==> src/rtl/rtc_pkg.sv <==
// Shared types and constants for the BCD real-time clock and its 7-segment decode.
// Pure declarations; no state, no latency, no flow control.
package rtc_pkg;

    typedef logic [3:0] bcd_t;

    // Active-high segments, bit6=a .. bit0=g
    localparam logic [6:0] SEG_0     = 7'h7E;
    localparam logic [6:0] SEG_1     = 7'h30;
    localparam logic [6:0] SEG_2     = 7'h6D;
    localparam logic [6:0] SEG_3     = 7'h79;
    localparam logic [6:0] SEG_4     = 7'h33;
    localparam logic [6:0] SEG_5     = 7'h5B;
    localparam logic [6:0] SEG_6     = 7'h5F;
    localparam logic [6:0] SEG_7     = 7'h70;
    localparam logic [6:0] SEG_8     = 7'h7F;
    localparam logic [6:0] SEG_9     = 7'h7B;
    localparam logic [6:0] SEG_BLANK = 7'h00;

    localparam bcd_t UNITS_MAX          = 4'd9;
    localparam bcd_t SEC_TENS_MAX       = 4'd5;
    localparam bcd_t HR_TENS_MAX        = 4'd2;
    localparam bcd_t HR_UNITS_MAX_AT_20 = 4'd3;

    function automatic bcd_t bcd_inc(input bcd_t v, input bcd_t max);
        return (v == max) ? '0 : bcd_t'(v + 4'd1);
    endfunction

endpackage

==> src/rtl/seg7_decode.sv <==
// BCD digit to active-high 7-segment code; values 10..15 blank the digit.
// Purely combinational, zero latency, no flow control.
module seg7_decode
    import rtc_pkg::*;
(
    input  bcd_t       bcd,
    output logic [6:0] seg
);

    always_comb begin
        seg = SEG_BLANK;
        case (bcd)
            4'd0:    seg = SEG_0;
            4'd1:    seg = SEG_1;
            4'd2:    seg = SEG_2;
            4'd3:    seg = SEG_3;
            4'd4:    seg = SEG_4;
            4'd5:    seg = SEG_5;
            4'd6:    seg = SEG_6;
            4'd7:    seg = SEG_7;
            4'd8:    seg = SEG_8;
            4'd9:    seg = SEG_9;
            default: seg = SEG_BLANK;
        endcase
    end

endmodule

==> src/rtl/top_rtc.sv <==
// 24-hour HH:MM:SS BCD clock with prescaler; advances once every TICKS_PER_SEC clk cycles.
// Outputs decode the registered digits combinationally (no added latency); free-running, no backpressure.
module top_rtc
    import rtc_pkg::*;
#(
    parameter int TICKS_PER_SEC = 1
) (
    input  logic       rst,
    input  logic       clk,
    output logic [6:0] sl,
    output logic [6:0] sm,
    output logic [6:0] ml,
    output logic [6:0] mm,
    output logic [6:0] hl,
    output logic [6:0] hm
);

    localparam int              PW      = (TICKS_PER_SEC > 1) ? $clog2(TICKS_PER_SEC) : 1;
    localparam logic [PW-1:0]   PRE_MAX = PW'(TICKS_PER_SEC - 1);

    logic [PW-1:0] pre_q, pre_d;
    bcd_t s_l_q, s_l_d, s_m_q, s_m_d;
    bcd_t m_l_q, m_l_d, m_m_q, m_m_d;
    bcd_t h_l_q, h_l_d, h_m_q, h_m_d;

    logic tick;
    logic c_sl, c_sm, c_ml, c_mm;
    logic hr_wrap;

    always_comb begin
        tick  = (pre_q == PRE_MAX);
        pre_d = tick ? '0 : pre_q + 1'b1;

        // Carries ripple within one cycle so 23:59:59 -> 00:00:00 is a single edge
        c_sl = tick && (s_l_q == UNITS_MAX);
        c_sm = c_sl && (s_m_q == SEC_TENS_MAX);
        c_ml = c_sm && (m_l_q == UNITS_MAX);
        c_mm = c_ml && (m_m_q == SEC_TENS_MAX);

        s_l_d = tick ? bcd_inc(s_l_q, UNITS_MAX)    : s_l_q;
        s_m_d = c_sl ? bcd_inc(s_m_q, SEC_TENS_MAX) : s_m_q;
        m_l_d = c_sm ? bcd_inc(m_l_q, UNITS_MAX)    : m_l_q;
        m_m_d = c_ml ? bcd_inc(m_m_q, SEC_TENS_MAX) : m_m_q;

        hr_wrap = (h_m_q == HR_TENS_MAX) && (h_l_q == HR_UNITS_MAX_AT_20);
        h_l_d   = h_l_q;
        h_m_d   = h_m_q;
        if (c_mm) begin
            if (hr_wrap) begin
                h_l_d = '0;
                h_m_d = '0;
            end else if (h_l_q == UNITS_MAX) begin
                h_l_d = '0;
                h_m_d = bcd_t'(h_m_q + 4'd1);
            end else begin
                h_l_d = bcd_t'(h_l_q + 4'd1);
            end
        end
    end

    always_ff @(posedge clk) begin
        if (rst) begin
            pre_q <= '0;
            s_l_q <= '0;
            s_m_q <= '0;
            m_l_q <= '0;
            m_m_q <= '0;
            h_l_q <= '0;
            h_m_q <= '0;
        end else begin
            pre_q <= pre_d;
            s_l_q <= s_l_d;
            s_m_q <= s_m_d;
            m_l_q <= m_l_d;
            m_m_q <= m_m_d;
            h_l_q <= h_l_d;
            h_m_q <= h_m_d;
        end
    end

    seg7_decode u_seg_sl (.bcd(s_l_q), .seg(sl));
    seg7_decode u_seg_sm (.bcd(s_m_q), .seg(sm));
    seg7_decode u_seg_ml (.bcd(m_l_q), .seg(ml));
    seg7_decode u_seg_mm (.bcd(m_m_q), .seg(mm));
    seg7_decode u_seg_hl (.bcd(h_l_q), .seg(hl));
    seg7_decode u_seg_hm (.bcd(h_m_q), .seg(hm));

endmodule

==> config.mk <==
export PLATFORM = sky130hd
export DESIGN_NAME = top_rtc
export DESIGN_NICKNAME = d
export VERILOG_FILES = /design/src/rtl/rtc_pkg.sv /design/src/rtl/seg7_decode.sv /design/src/rtl/top_rtc.sv
export SDC_FILE = /design/constraint.sdc
export NUM_CORES = 1
export LEC_CHECK = 0
export BUFFER_PORTS_ARGS = -buffer_cell sky130_fd_sc_hd__buf_2
export CORE_MARGIN = 5
export CORE_UTILIZATION = 35
export DETAILED_ROUTE_END_ITERATION = 12
export PLACE_DENSITY = 0.64
export REMOVE_ABC_BUFFERS = 1
export SLEW_MARGIN = 20
export SYNTH_ARGS = -nofsm -noshare
export SYNTH_HDL_FRONTEND = slang
export SYNTH_SLANG_ARGS = --single-unit
==> constraint.sdc <==
create_clock -name clk -period 6.83 [get_ports clk]
set_input_delay 0.683 -clock clk [delete_from_list [all_inputs] [get_ports clk]]
set_output_delay 0.683 -clock clk [all_outputs]
set_load 0.1 [all_outputs]
# == Word level (Yosys, flattened, before mapping) ==
# Memory sizes are Yosys's and may differ from the RTL's. A register that Yosys moved wholly into a read port is not among the register bits.
# Index checks and enable logic that the tools add are counted.
# totals
ram_bits,0
input_bits,2
romBits,672
ff_bits,25
latchBits,0
output_inout_bits,42
n_memories,6
# op_classes
mul,0
eq_ne,7
n_lt_le_gt_ge,0
n_mux,20
reduce_logical,8
n_bitwise,1
n_addsub,7
div_mod_pow,0
n_shift,0
# mem_list
memory,words,width,rd,rd_ports_with_merged_regs,write_ports,line,rtl
(name not given),16,7,1,1,0,seg7_decode.sv:12,case (bcd)
(name not given),16,7,1,1,0,seg7_decode.sv:12,
(name not given),16,7,1,1,0,seg7_decode.sv:12,
(name not given),16,7,1,1,0,seg7_decode.sv:12,
(name not given),16,7,1,1,0,seg7_decode.sv:12,
(name not given),16,7,1,1,0,seg7_decode.sv:12,
# op_table
operator,count
$mux 4,20
$add 4x1->4 const B,6
$eq 4x4->1 const B,3
$eq 4x2->1 const B,2
$eq 4x3->1 const B,2
$logic_and 1x1->1,5
$reduce_and 2->1,1
$reduce_bool 2->1,1
$reduce_or 2->1,1
$add 1x1->1 const B,1
$not 1->1,1

# == Depth between registers and ports, before layout ==
# Gate-level depths: netlist of the first run.
# depth
depth_word,8
ltp_mapped,14
depth_no_buf,12

# == By module ==
# A second synthesis of the first run with hierarchy kept.
# hier_totals
hier_cells,319
hier_area_um2,2607.5
# modules_own_cells
mod,n_inst,cells_each,area_per_inst_um2
seg7_decode,6,28,219.0
top_rtc,1,151,1293.7

# == Least setup slack after synthesis of the first run ==
# OpenSTA, ideal clock, no wires.
# synth_timing
path_kind,in2reg
startpoint,in rst
endpoint,reg u_seg_mm.seg[1] (netlist name)
stages,7
slack_ns,4.126
path_buffers,3
setup_ns,0.063
arrival_time_ns,2.641
required_time_ns,6.767
cell_sequence,clkbuf_1 > buf_1 > buf_1 > a21oi_1 > ha_1 > or4b_2 > nand3_1
# synth_between
elab_chain_cells,1
# synth_lines
item,line,rtl
start: declaration,top_rtc.sv:8,"input logic rst,"
$mux 4 (no source line),n/a,
# No other way between the ends.
# A chain may end at the register's enable or synchronous reset.

# == Final worst setup path of the first run ==
# layout_timing
startpoint,reg s_l_q[0]
endpoint,reg u_seg_ml.seg[5] (netlist name)
# layout_between
elab_chain_cells,5
# layout_lines
item,line,rtl
start: declaration,top_rtc.sv:22,"bcd_t s_l_q, s_l_d, s_m_q, s_m_d;"
start signal: assignment,top_rtc.sv:72,s_l_q <= s_l_d;
$eq 4x4->1,top_rtc.sv:35,c_sl = tick && (s_l_q == UNITS_MAX);
$logic_and 1x1->1,top_rtc.sv:35,
$logic_and 1x1->1,top_rtc.sv:36,c_sm = c_sl && (s_m_q == SEC_TENS_MAX);
$mux 4 (no source line) (2 in series),n/a,
# No other way between the ends.

==> impl_metrics.toml, run 1 <==
[clock_tree]
cts_tree = "yes"
htreeDepth = 3
clockBufferDepth = 2
cts_setup_buffers = 0
insertion_delay_ns = 0.35
ctsHoldBuffers = 0
cts.reportedPaths.clkPinSlew_ns = 0.07
cts-resized-gates = 0
clock_tree.root_cell = "clkbuf_8"
clock_sinks = 67
cts_buffers = 9

[final_layout]
nets = 484
syn_to_final_growth_pct = 13.9
diodes = 0
drive_gt1_share_pct = 20.6
most-common-layout-cells = "dfxtp_1 (67), ha_1 (48), buf_2 (43)"
layout_commonest_cell = "dfxtp_1"

[sta]
setup_viol = 0
min_period_ns = 2.84
timing.slew.headroom_pct = 51.6
drv_slew = 0
finClkSkew_ns = 0.0103
fmaxAchievable_ghz = 0.352
hold_viol = 0
finalCritPeriodShare_pct = 41.6
worst_pin_slew_ns = 0.725
fin_tns_setup_ns = 0
rsz0062_at_grt = "no"
holdWs_ns = 0.541

[worst_setup_path]
critPathArrivalTime_ns = 3.07
crit_required_ns = 7.06
endpoint_kind = "flop"
crit_fanout = 9
crit_type = "reg -> reg"
reg2reg_from = "s_l_q[0]$_SDFFE_PP0N_"
r2r_end = "u_seg_ml.seg[5]$_DFF_P_"
rr_worst_depth = 8
regToRegSetupSlack_ns = 3.99
crit_path_start_kind = "flop"

[worst_hold_path]
whs_endpoint = "m_m_q[0]$_SDFFE_PP0N_"
hp-start = "m_m_q[0]$_SDFFE_PP0N_"
min_path_cells = 2
hold_path_class = "reg -> reg"

[grt]
antenna_found_initial = 0
grt_pass1_vias = 2688
grt_max_degree = 31
track_usage_pct = 11.6
grt_pass1_wl_um = 12000
grt_overflow = 0

[yosys]
synth_area_per_cell_um2 = 9.19
yosysWarnings = 0
ys.flop_type = "dfxtp_1"
synth_edf_count = 0
netlist_area_um2 = 3620
async_reset_ff_share_pct = 0
synth_cell_types = 68
yosysSeqAreaShare_pct = 37.1
ys_ff_latch = 67
syn_inst = 394

[placement]
place_congestion = 0.774
hpwl_um = 4860
port_buffers = 43

[detailed_routing]
drcViolationCount = 0
drt_iter0_markers = 163
dr_wl_met2_um = 2920
ant_nets = 0
via_per_inst = 4.73
wl_met3_um = 375
top_layer_used = "met4"
wl_per_cell_um = 11.9
vias = 2710
drt_pass1_iterations = 4
wl_um = 6840
m1WireLength_um = 3390

[floorplanning]
dieArea_um2 = 12500
die_h_um = 112
num_io_pins = 44
start_util_pct = 35.5
die_w_um = 112
coreArea_um2 = 10200
fp-row-count = 37

[pwr]
powerDensity_nw_per_um2 = 193
peakVddDrop_mv = 0.109
finalPower_uw = 797
p_leak_nw = 1.81

[run]
cap_violations = 0

[status]
outcome = "complete, no violations"
[layer usage]
layer,vias up,global-route usage (%)
met1,1202,14.4
met2,58,18.0
li1,1435,-
met5,-,0
met4,0,5.03
met3,15,4.18
[worst max-delay path by stage]
stage | slack [ns] | endpoint | cells after the start | start
floorplan | 4.26 | u_seg_ml.seg[5]$_DFF_P_ | 8 | s_l_q[0]$_SDFFE_PP0N_
global placement | 4.10 | u_seg_ml.seg[5]$_DFF_P_ | 8 | s_l_q[0]$_SDFFE_PP0N_
detailed placement | 4.00 | u_seg_ml.seg[5]$_DFF_P_ | 8 | s_l_q[0]$_SDFFE_PP0N_
CTS | 3.99 | u_seg_ml.seg[5]$_DFF_P_ | 8 | s_l_q[0]$_SDFFE_PP0N_
global route | 3.75 | u_seg_mm.seg[6]$_DFF_P_ | 9 | s_l_q[0]$_SDFFE_PP0N_
finish | 3.99 | u_seg_ml.seg[5]$_DFF_P_ | 8 | s_l_q[0]$_SDFFE_PP0N_
[state kept, by name, summed over array words and instances, names as in the netlist]
signal	count
m_l_q	4
u_seg_mm.seg	7
h_l_q	4
m_m_q	4
u_seg_sl.seg	7
u_seg_sm.seg	7
h_m_q	4
u_seg_hm.seg	7
u_seg_hl.seg	7
u_seg_ml.seg	7
pre_q	1
s_l_q	4
s_m_q	4
[worst max-delay path, cell delays in order (launching register included)]
cell and delay (ns):
dfxtp_1 0.40, ha_1 0.19, nand4bb_1 0.32, or4_4 0.60
a21oi_2 0.29, inv_1 0.14, ha_1 0.28, or3_1 0.38
nor2b_1 0.13
[where the power goes]
group	leakage, nW	switching, mW	internal [mW]
sequential	0.543	0.00305	0.397
combinational	1.16	0.0488	0.0109
clock	0.104	0.143	0.194
[cells in the mapped netlist, drive strengths merged (4+ instances only)]
master,count,share of area [%]
buf,12,2.1
a21o,6,1.3
and2,4,0.69
and3b,4,1.0
o22ai,8,1.4
mux2i,6,1.8
or3,8,1.4
nor2b,6,1.0
nand3,15,2.2
or2,6,1.0
nand4,4,1.1
mux2,4,1.2
nor2,22,2.5
ha,48,17
inv,37,3.8
a31oi,8,1.8
dfxtp,67,37
xnor2,4,0.97
xor2,5,1.2
nand2,32,3.5
a21oi,23,3.4
nor4,4,0.86
o21ai,28,4.2
[metrics by stage]
step	instance area, um2	std cells	util, %	setup slack, ns
floorplan	3540	380	-	4.26
global placement	3920	559	38.5	4.10
detailed placement	3920	559	38.5	4.00
CTS	4120	573	40.5	3.99
global route	4120	573	40.5	3.75
finish	4120	573	40.5	3.99
[logic make-up (layout without fill, tap and decap cells)]
family	after synthesis	after routing	synth area share (%)
buffers and inverters	52	95	6.22
AO/OA/AOI/OAI	87	87	15.9
multiplexers	10	10	3.01
other	1	1	0.104
AND/OR/NAND/NOR	120	120	19.0
flip-flops	67	67	37.1
XOR/XNOR	9	9	2.18
adder cells (fa/ha/maj)	48	48	16.6
[layout make-up]
cell class / instances / area (um2)
well taps: 136 / 170
flip-flops and latches: 67 / 1340
inverters: 38 / 143
repair buffers: 43 / 215
multi-input cells: 275 / 2050
clock inverters: 2 / 35.0
clock buffers: 12 / 165
fillers: 1041 / 6060
No activity file was read; power rests on OpenSTA's default activity.
==> run 2: changes to the inputs <==
--- a/config.mk
+++ b/config.mk
@@ -9,7 +9,7 @@
 export CORE_MARGIN = 5
 export CORE_UTILIZATION = 35
 export DETAILED_ROUTE_END_ITERATION = 12
-export PLACE_DENSITY = 0.64
+export PLACE_DENSITY = 0.66
 export REMOVE_ABC_BUFFERS = 1
 export SLEW_MARGIN = 20
 export SYNTH_ARGS = -nofsm -noshare
==> constraint.sdc (replaced) <==
create_clock -name clk -period 2.46 [get_ports clk]
set_input_delay 0.246 -clock clk [delete_from_list [all_inputs] [get_ports clk]]
set_output_delay 0.246 -clock clk [all_outputs]
set_load 0.1 [all_outputs]
==> run 2 against run 1 <==
  * Die area did not move
  * Critical endpoint unchanged
  * Largest cell class unchanged
  * Fmax rose by 20%
  * Highest routed layer unchanged
  * Design area rose by 9.6%
==> impl_metrics.toml, run 2 (synthesized netlist as in run 1, its figures left out) <==
[sta]
fmaxAchievable_ghz = 0.422
min_period_ns = 2.37
finClkSkew_ns = 0.00758
worst_slack_ns = 0.0900
holdWs_ns = 0.319
timing.slew.headroom_pct = 66.1
hold_viol = 0
finalCritPeriodShare_pct = 96.3
worst_pin_slew_ns = 0.504
drv_slew = 0
setup_viol = 0

[grt]
grt_pass1_wl_um = 12500
grt_pass1_vias = 2821
grt_overflow = 0
antenna_found_initial = 0
grt_max_degree = 17
track_usage_pct = 11.7

[worst_setup_path]
crit_type = "reg -> reg"
crit_family = "simple AND/OR/NAND/NOR gates"
slowest_delay_ns = 0.54
crit_chain = "inv_1, ha_1, and3b_1, or4_4, a21oi_4, inv_1, ha_1, or3_1, nor2b_1"
crit_path_top_delay_cell = "or4_4"
critPathArrivalTime_ns = 2.58
endpoint_kind = "flop"
crit_fanout = 2
crit_path_start_kind = "flop"
critPathBufInv = 2
crit_required_ns = 2.67

[clock_tree]
cts.reportedPaths.clkPinSlew_ns = 0.06
ctsHoldBuffers = 0
clock_sinks = 67
htreeDepth = 3
cts_tree = "yes"
clock_tree.root_cell = "clkbuf_8"
insertion_delay_ns = 0.34
clockBufferDepth = 2
cts_buffers = 9

[final_layout]
final_cells = 616
layout_commonest_cell = "dfxtp_1"
fill_cells = 1007
diodes = 0
multi_input_area_um2 = 2150
drive_gt1_share_pct = 30.6
most-common-layout-cells = "dfxtp_1 (63), ha_1 (47), buf_2 (44)"
syn_to_final_growth_pct = 24.8
nets = 525
seq_area_um2 = 1350
postLayoutCoreUtil_pct = 44.4

[detailed_routing]
wl_um = 7410
ant_nets = 0
drcViolationCount = 0
wl_per_cell_um = 12.0
vias = 2947
drt_iter0_markers = 101
via_per_inst = 4.78
drt_pass1_iterations = 4

[placement]
dp_cells = 587
hpwl_um = 5280
port_buffers = 43
pre_cts_ws_ns = -0.00855
place_congestion = 0.803

[status]
outcome = "complete, no violations"

[worst_hold_path]
hold_path_class = "in -> reg"

[pwr]
finalPower_mw = 2.18
p_leak_nw = 2.03
peakVddDrop_mv = 0.235
powerDensity_nw_per_um2 = 482

[run]
cap_violations = 0

[floorplanning]
coreArea_um2 = 10200
die_h_um = 112
num_io_pins = 44
start_util_pct = 35.5
die_w_um = 112
dieArea_um2 = 12500
fp-row-count = 37
run 2: worst paths after layout:
check | slack [ns] | from | endpoint | cells past startpoint
max reg2reg | 0.09 | m_l_q[1]$_SDFFE_PP0N_ | u_seg_ml.seg[5]$_DFF_P_ | 9
max | 0.09 | m_l_q[1]$_SDFFE_PP0N_ | u_seg_ml.seg[5]$_DFF_P_ | 9
min reg2reg | 0.61 | m_m_q[0]$_SDFFE_PP0N_ | m_m_q[0]$_SDFFE_PP0N_ | 2
min | 0.32 | rst | m_m_q[0]$_SDFFE_PP0N_ | 2
run 2: report_power, final:
part / total, mW / leakage (nW) / switching [mW] / internal [mW]
clock network: 0.889 / 0.0947 / 0.392 / 0.497
registers: 1.11 / 0.545 / 0.00686 / 1.10
logic: 0.182 / 1.39 / 0.143 / 0.0388
run 2: metrics by stage:
step           area [um2]  setup TNS, ns
2_1_floorplan        3540         -0.115
3_3_place_gp         4130              0
3_5_place_dp         4130       -0.00855
4_1_cts              4330              0
5_1_grt              4520        -0.0231
6_report             4520              0
run 2: what timing repair did:
action | in CTS | in global routing
cloned | 0 | 1
endpoints found under the setup margin | 4 | 26
setup buffers | 0 | 12
pin swaps | 0 | 7
endpoints found under the hold margin | 0 | 0
resized for setup | 3 | 22
run 2: area by class of cell:
cell class              instances  share of cell area [%]
well taps                     136                    3.77
clock inverters                 2                   0.775
repair buffers                 84                    11.6
flip-flops and latches         67                    29.8
multi-input cells             275                    47.5
inverters                      38                    3.16
clock buffers                  14                    3.38
run 2: per-layer routing:
layer  vias to the layer above  track usage (%)  share of wire (%)
met5                         -                0                  0
met4                         0             5.35                1.7
met3                        10             2.45                3.4
met2                        51             19.0                 46
met1                      1367             14.9                 48
li1                       1519                -                  -
==> run 3: changes to the inputs <==
--- a/config.mk
+++ b/config.mk
@@ -5,11 +5,11 @@
 export SDC_FILE = /design/constraint.sdc
 export NUM_CORES = 1
 export LEC_CHECK = 0
-export BUFFER_PORTS_ARGS = -buffer_cell sky130_fd_sc_hd__buf_2
+export BUFFER_PORTS_ARGS = -buffer_cell sky130_fd_sc_hd__clkbuf_2
 export CORE_MARGIN = 5
-export CORE_UTILIZATION = 35
+export CORE_UTILIZATION = 30
 export DETAILED_ROUTE_END_ITERATION = 12
-export PLACE_DENSITY = 0.66
+export PLACE_DENSITY = 0.59
 export REMOVE_ABC_BUFFERS = 1
 export SLEW_MARGIN = 20
 export SYNTH_ARGS = -nofsm -noshare
==> run 3 against run 2 <==
  * Flip-flop and latch count unchanged
  * Clock-buffer cell count down 1
  * Worst hold slack worse by 0.029 ns
  * First-iteration DRC count grew 24%
  * Combinational power about the same
  * Clock skew decreased by 0.0018 ns
  * Via count down 0.64%
  * Largest power group is now clock
  * Sequential share of layout area decreased by 0.28 points
  * Critical endpoint unchanged
  * Utilization down 6.0 points
  * Global-route usage shrank 0.74 points
==> impl_metrics.toml, run 3 (synthesized netlist as in run 1, its figures left out) <==
[pwr]
p_leak_nw = 2.07
switchingPower_uw = 597
finalPower_mw = 2.49
peakVddDrop_mv = 0.306
p_clk_share_pct = 48.2
p_comb_share_pct = 7.3
power_switching_share_pct = 24.0
sequentialPowerShare_pct = 44.5
powerDensity_nw_per_um2 = 546
internal-power_mw = 1.90

[worst_setup_path]
crit_path_start_kind = "flop"
crit_family = "simple AND/OR/NAND/NOR gates"
slowest_delay_ns = 0.53
crit_required_ns = 2.67
crit_type = "reg -> reg"
endpoint_kind = "flop"
crit_fanout = 2
critPathArrivalTime_ns = 2.61
cp.depth = 10
crit_chain = "inv_2, ha_4, nand4bb_1, buf_4, or4_4, a21oi_4, inv_2, ha_4, or3_1, nor2b_1"
critPathBufInv = 3
rr_worst_depth = 10
crit_path_top_delay_cell = "or4_4"

[grt]
grt_max_degree = 20
grt_overflow = 0
antenna_found_initial = 0
grt_pass1_wl_um = 12900
track_usage_pct = 11.0
grt_pass1_vias = 2838

[sta]
fmaxAchievable_ghz = 0.416
fin_tns_setup_ns = 0
hold_viol = 0
setup_viol = 0
timing.slew.headroom_pct = 63.8
finClkSkew_ns = 0.00578
rsz0062_at_grt = "yes"
finalCritPeriodShare_pct = 97.6
worst_pin_slew_ns = 0.546
min_period_ns = 2.40
drv_slew = 0

[final_layout]
postLayoutCoreUtil_pct = 38.3
final_cells = 621
diodes = 0
layout_commonest_cell = "dfxtp_1"
syn_to_final_growth_pct = 26.1
stdcell_area_um2 = 4570
drive_gt1_share_pct = 30.6
most-common-layout-cells = "dfxtp_1 (62), ha_1 (46), clkbuf_2 (43)"
nets = 520

[detailed_routing]
via_per_inst = 4.71
ant_nets = 0
drcViolationCount = 0
drt_iter0_markers = 125
wl_per_cell_um = 12.0
wl_um = 7450
drt_pass1_iterations = 4
vias = 2928

[placement]
place_congestion = 0.818
hpwl_um = 5520
port_buffers = 43
dp_cells = 603
placed_cell_area_um2 = 4180

[clock_tree]
clock_tree.root_cell = "clkbuf_16"
ctsHoldBuffers = 0
htreeDepth = 3
cts_buffers = 9
clock_sinks = 67
insertion_delay_ns = 0.33
cts.reportedPaths.clkPinSlew_ns = 0.05
clockBufferDepth = 2
cts_tree = "yes"

[floorplanning]
start_util_pct = 30.4
num_io_pins = 44
die_w_um = 120
coreArea_um2 = 11900
die_h_um = 120
fp-row-count = 40
dieArea_um2 = 14400

[worst_hold_path]
min_path_cells = 2
hold_path_class = "in -> reg"

[status]
outcome = "complete, no violations"

[run]
cap_violations = 0
==> run 3: changes by cell type in the layout (fill, tap and decap cells not counted), moves of 2 or more <==
cell	delta
or3_4	-2
or3_1	+2
buf_4	-3
buf_2	-44
clkbuf_2	+43
a21oi_2	-2
clkbuf_16	+9
clkbuf_1	-3
clkbuf_8	-7
==> run 3: metal layers <==
metal  vias up  wire length, um  part of all wire [%]  track usage, %
met1      1370             3530                    47            13.9
li1       1502                -                     -               -
met4         0              146                   2.0            5.37
met5         -                0                     0               0
met2        43             3480                    47            17.4
met3        13              293                   3.9            2.64
==> run 3: layout make-up <==
class,instances,area (um2)
flip-flops and latches,67,1350
clock buffers,13,270
fillers,1214,7350
inverters,38,143
clock inverters,2,10.0
well taps,147,184
multi-input cells,275,2130
repair buffers,79,485
==> run 3: metrics by stage <==
stage                     hold slack (ns)  setup slack, ns
after floorplan                     0.315           -0.107
after global routing                0.345          -0.0290
after global placement              0.524           0.0564
final                               0.290           0.0582
after CTS                           0.292          0.00296
after detailed placement            0.537         -0.00452
==> run 3: final timing paths <==
check,end,slack [ns],from
max,u_seg_ml.seg[5]$_DFF_P_,0.06,s_l_q[1]$_SDFFE_PP0N_
max reg2reg,u_seg_ml.seg[5]$_DFF_P_,0.06,s_l_q[1]$_SDFFE_PP0N_
min reg2reg,m_m_q[0]$_SDFFE_PP0N_,0.57,m_m_q[0]$_SDFFE_PP0N_
min,m_m_q[0]$_SDFFE_PP0N_,0.29,rst
==> run 3: what timing repair did <==
| item | 4_1_cts | 5_1_grt |
|---|---|---|
| endpoints found under the setup margin | 2 | 22 |
| buffers inserted | 0 | 3 |
| pin swaps | 1 | 6 |
| resized for setup | 2 | 22 |
==> run 3: power groups by stage <==
stage,Clock [mW],Sequential [mW],Combinational (mW)
2_1_floorplan,0,1.22,0.0449
3_3_place_gp,0,1.13,0.173
3_5_place_dp,0,1.13,0.175
4_1_cts,1.24,1.11,0.176
5_1_grt,1.28,1.11,0.193
6_report,1.20,1.11,0.181
